`config.mk`:
```
export PLATFORM = sky130hd
export DESIGN_NAME = sa_input_feeder
export DESIGN_NICKNAME = d
export VERILOG_FILES = /design/src/rtl/sa_pkg.sv /design/src/rtl/sa_skew_lane.sv /design/src/rtl/sa_input_feeder.sv
export SDC_FILE = /design/constraint.sdc
export NUM_CORES = 1
export LEC_CHECK = 0
export BUFFER_PORTS_ARGS = -buffer_cell sky130_fd_sc_hd__buf_2
export CORE_ASPECT_RATIO = 0.6
export CORE_MARGIN = 2
export CORE_UTILIZATION = 39
export DETAILED_ROUTE_END_ITERATION = 6
export PLACE_DENSITY_LB_ADDON = 0.25
export SLEW_MARGIN = 10
export SYNTH_ARGS = -nofsm -noshare
export SYNTH_HDL_FRONTEND = slang
export SYNTH_SLANG_ARGS = --single-unit
```
`constraint.sdc`:
```
create_clock -name clk -period 3.1 [get_ports clk]
set_input_delay 0.31 -clock clk [delete_from_list [all_inputs] [get_ports clk]]
set_output_delay 0.31 -clock clk [all_outputs]
set_load 0.05 [all_outputs]
```
`src/rtl/sa_pkg.sv`:
```
// Shared types for the systolic-array input feeder.
// Holds the activation width default and the feeder FSM state enum.
package sa_pkg;

  localparam int DWIDTH_DEF = 8;

  typedef enum logic [1:0] {
    IDLE,
    STREAM,
    DRAIN,
    DONE
  } feed_state_t;

endpackage

```
`src/rtl/sa_skew_lane.sv`:
```
// Enable-shifted DEPTH-stage register chain for one feeder lane.
// Ports: clk, rstn, en (shift), clr (sync zero), d (chain in), q (last stage).
module sa_skew_lane #(
  parameter int DEPTH  = 1,
  parameter int DWIDTH = 8
) (
  input  logic              clk,
  input  logic              rstn,
  input  logic              en,
  input  logic              clr,
  input  logic [DWIDTH-1:0] d,
  output logic [DWIDTH-1:0] q
);

  logic [DEPTH-1:0][DWIDTH-1:0] r;

  always_ff @(posedge clk or negedge rstn) begin
    if (!rstn) begin
      r <= '0;
    end else if (clr) begin
      r <= '0;
    end else if (en) begin
      r[0] <= d;
      for (int j = 1; j < DEPTH; j++) begin
        r[j] <= r[j-1];
      end
    end
  end

  assign q = r[DEPTH-1];

endmodule

```
`src/rtl/sa_input_feeder.sv`:
```
// Skews activation beats into a ROWS-row systolic array and drains the tail.
// Ports: clk, rstn, start/k_len/abort control, in_* beat handshake, out_a/fire/busy/done.
module sa_input_feeder
  import sa_pkg::*;
#(
  parameter int ROWS   = 8,
  parameter int DWIDTH = DWIDTH_DEF,
  parameter int KW     = 8
) (
  input  logic                   clk,
  input  logic                   rstn,
  input  logic                   start,
  input  logic [KW-1:0]          k_len,
  input  logic                   abort,
  input  logic [ROWS*DWIDTH-1:0] in_data,
  input  logic                   in_valid,
  output logic                   in_ready,
  output logic [ROWS*DWIDTH-1:0] out_a,
  output logic                   fire,
  output logic                   busy,
  output logic                   done
);

  localparam int DCW = (ROWS > 2) ? $clog2(ROWS) : 1;

  feed_state_t    state;
  feed_state_t    state_nx;
  logic [KW-1:0]  k_reg;
  logic [KW-1:0]  beat_cnt;
  logic [DCW-1:0] drain_cnt;
  logic           accept;
  logic           advance;
  logic           last_beat;
  logic           drain_last;

  assign in_ready   = (state == STREAM);
  assign busy       = (state != IDLE);
  assign done       = (state == DONE);
  assign accept     = in_ready && in_valid;
  assign advance    = accept || (state == DRAIN);
  assign last_beat  = (beat_cnt == k_reg - KW'(1));
  assign drain_last = (drain_cnt == DCW'(ROWS - 2));

  always_comb begin
    state_nx = state;
    unique case (state)
      IDLE: begin
        if (start) begin
          state_nx = (k_len == '0) ? DONE : STREAM;
        end
      end
      STREAM: begin
        if (accept && last_beat) begin
          state_nx = (ROWS == 1) ? DONE : DRAIN;
        end
      end
      DRAIN: begin
        if (drain_last) begin
          state_nx = DONE;
        end
      end
      DONE: begin
        state_nx = IDLE;
      end
      default: begin
        state_nx = IDLE;
      end
    endcase
    if (abort) begin
      state_nx = IDLE;
    end
  end

  always_ff @(posedge clk or negedge rstn) begin
    if (!rstn) begin
      state     <= IDLE;
      k_reg     <= '0;
      beat_cnt  <= '0;
      drain_cnt <= '0;
      fire      <= 1'b0;
    end else begin
      state <= state_nx;
      fire  <= advance && !abort;
      if (abort) begin
        beat_cnt  <= '0;
        drain_cnt <= '0;
      end else begin
        if (state == IDLE && start) begin
          k_reg    <= k_len;
          beat_cnt <= '0;
        end else if (accept) begin
          beat_cnt <= beat_cnt + KW'(1);
        end
        if (state == DRAIN) begin
          drain_cnt <= drain_last ? '0 : drain_cnt + DCW'(1);
        end
      end
    end
  end

  // Zeros are pushed into every lane while draining the tail.
  for (genvar i = 0; i < ROWS; i++) begin : g_lane
    logic [DWIDTH-1:0] lane_in;
    assign lane_in = (state == DRAIN) ? '0 : in_data[i*DWIDTH +: DWIDTH];
    sa_skew_lane #(
      .DEPTH (i + 1),
      .DWIDTH(DWIDTH)
    ) u_lane (
      .clk (clk),
      .rstn(rstn),
      .en  (advance),
      .clr (abort),
      .d   (lane_in),
      .q   (out_a[i*DWIDTH +: DWIDTH])
    );
  end

endmodule

```
==> impl_metrics.env <==
export IMPL_status="finished clean"
export IMPL_cellPowerDensity_nw_per_um2=661
export IMPL_cp_arrival_ps=2950
export IMPL_grt_overflow=0
export IMPL_pin_count=145
export IMPL_tightest_slew_ps=914
export IMPL_area_growth_syn_to_layout_pct=22.6
export IMPL_crit_required_ps=3600
export IMPL_drive_above_1_share=0.232
export IMPL_maxCapViolations=0
export IMPL_slew_violations=0
export IMPL_synth_area_leaders="dfrtp_1 (66%), a22o_1 (21%), buf_4 (3.6%)"
export IMPL_antenna_found_initial=0
export IMPL_synth_nets=911
export IMPL_holdPathStages=4
export IMPL_cts_buffer_depth=3
export IMPL_rr_startpoint="state[1]"
export IMPL_grt_most_used_layer="met1"
export IMPL_rows=49
export IMPL_use_met2=0.200
export IMPL_grt_max_degree=117
export IMPL_async_flop_share=1.00
export IMPL_p_leak_nw=7.13
export IMPL_slew_headroom=0.391
export IMPL_clock_sinks=310
export IMPL_grt_pass1_wl_um=40200
export IMPL_ir_drop_mv=0.458
export IMPL_met3_usage=0.0377
export IMPL_largest_register_ffs=224
export IMPL_synthFlopType="dfrtp_1"
export IMPL_coreArea_um2=29800
export IMPL_routed_wl_um=23800
export IMPL_antennaDiodeCount=0
export IMPL_synthCells=827
export IMPL_hold_viol=0
export IMPL_n_fill_cell=2607
export IMPL_die_x_um=228
export IMPL_hold_path_class="primary input to flop"
export IMPL_yosysMostFrequentCell="dfrtp_1"
export IMPL_numCtsBuffers=30
export IMPL_synth_commonest_cells="dfrtp_1 (310), a22o_1 (288), buf_4 (56)"
export IMPL_setup_tns_ps=0
export IMPL_fin_crit_sh=0.791
export IMPL_synth_cell_types=42
export IMPL_cp_end_kind="flop"
export IMPL_seqCellArea_um2=7760
export IMPL_ys_warnings_count=0
export IMPL_finClkSkew_ps=23.0
export IMPL_crit_path_start="state[1]"
export IMPL_clock_root_buffer="clkbuf_16"
export IMPL_grt_setup_unrepaired="false"
export IMPL_yosysTopAreaCell="dfrtp_1"
export IMPL_clkLatencyLatePin_ps=580
export IMPL_htreeDepth=1
export IMPL_syn_area_um2=11700
export IMPL_worstHoldStart="in_valid"
export IMPL_synth_edff_count=0
export IMPL_yosysSeqAreaShare=0.660
export IMPL_startpoint_type="flop"
export IMPL_synth_top_area_frac=0.660
export IMPL_first_global_vias=7248
export IMPL_detail_route_antenna_nets=0
export IMPL_dp_hpwl_um=14000
export IMPL_path_class="flop to flop"
export IMPL_place_ws_ps=671
export IMPL_post_cts_buffers=0
export IMPL_via_per_inst=5.15
export IMPL_use_met1=0.252
export IMPL_globalplace_congestion=0.790
export IMPL_r2r_cells=7
export IMPL_port_buffers=144
export IMPL_max_freq_mhz=408
export IMPL_top_register="g_lane.u_lane.r"
export IMPL_drtPass1Iterations=4
export IMPL_multi_input_area_um2=3290
export IMPL_drcViolationCount=0
export IMPL_drt_initial_drc_count=570
export IMPL_path_clk_slew_ps=60
export IMPL_cts_tree="yes"
export IMPL_min_period_ps=2450
export IMPL_setup_viol=0
export IMPL_post_drt_wl_per_cell_um=16.9
export IMPL_start_util=0.394
export IMPL_vias=7239
export IMPL_setup_slack_ps=648
export IMPL_synth_ff_latch_count=310
export IMPL_grtUsageTotal=0.153
export IMPL_fp_dieArea_um2=31600
export IMPL_nets=1058
export IMPL_cp_max_fo=104
export IMPL_die_h_um=138
export IMPL_synth_area_per_cell_um2=14.2
[path summary, 6_finish.rpt]
check / endpoint / slack, ps
setup reg to reg: g_lane[7].u_lane.q[3] / 650
hold reg to reg: g_lane[7].u_lane.r[39] / 490
setup / recovery: g_lane[7].u_lane.q[3] / 650
min in group asynchronous: k_reg[1] / 380
max in group asynchronous: g_lane[2].u_lane.q[5] / 1710
hold / removal: beat_cnt[1] / 120
[final cells by class]
class | instances | share of cell area
sequential | 310 | 0.538
multi-input combinational | 389 | 0.229
timing repair buffer | 237 | 0.120
clock buffer | 43 | 0.0611
tap | 408 | 0.0354
clock inverter | 12 | 0.0153
inverter | 6 | 0.00156
[critical path, cell delays in order, from the launching register on]
cell and delay, ps:
dfrtp_1 400, inv_1 130, ha_1 310, and2_1 380
nor2_1 120, nor2_4 330, buf_12 390, a22o_1 230
[metal layers]
| layer | routed length [um] | part of all wire |
|---|---|---|
| met5 | 0 | 0 |
| met4 | 406 | 0.017 |
| met3 | 1320 | 0.056 |
| met2 | 9350 | 0.39 |
| met1 | 12700 | 0.53 |
[kinds of logic (layout without fill, tap and decap cells)]
family                   after synthesis  count (layout)  synth area share
buffers and inverters                128             298            0.0611
adder cells (fa/ha/maj)                7               7           0.00745
AND/OR/NAND/NOR                       48              48            0.0234
flip-flops                           310             310             0.660
multiplexers                          10              10            0.0102
AO/OA/AOI/OAI                        311             311             0.228
XOR/XNOR                              13              13           0.00969
[cells in the final DEF (no fill, tap or decap), drive strengths merged, types with 4 or more instances in the layout]
master         n
dfrtp        310
a22o         288
buf          164
dlygate4sd3   73
clkbuf        43
nor2          15
mux2          10
xnor2          8
nand2          7
ha             7
inv            7
o21ai          5
xor2           5
a21oi          5
bufinv         5
clkinv         5
nand4          4
[power by group]
part           leakage, nW  switching [mW]  internal (mW)
Combinational         2.29           0.728          0.442
Clock                0.536            1.57           2.40
Sequential            4.30           0.168           4.22
Total                 7.13            2.47           7.06
[metrics by stage]
stage	std cells	area, um^2	power (mW)	utilization	hold slack [ps]
after CTS	1405	14400	9.65	0.483	113
after global routing	1405	14400	9.98	0.483	123
after detailed placement	1277	12600	5.57	0.422	463
after global placement	1277	12600	5.56	0.422	472
final	1405	14400	9.52	0.483	124
after floorplan	827	11700	5.18	-	14.4
[timing repair]
| action | in CTS | in global routing |
|---|---|---|
| hold endpoints to repair | 179 | 0 |
| hold buffers | 73 | 0 |
| setup endpoints to repair | 0 | 0 |
| resized for setup | 0 | 0 |
Note: power is estimated with default switching activity, not from simulation.
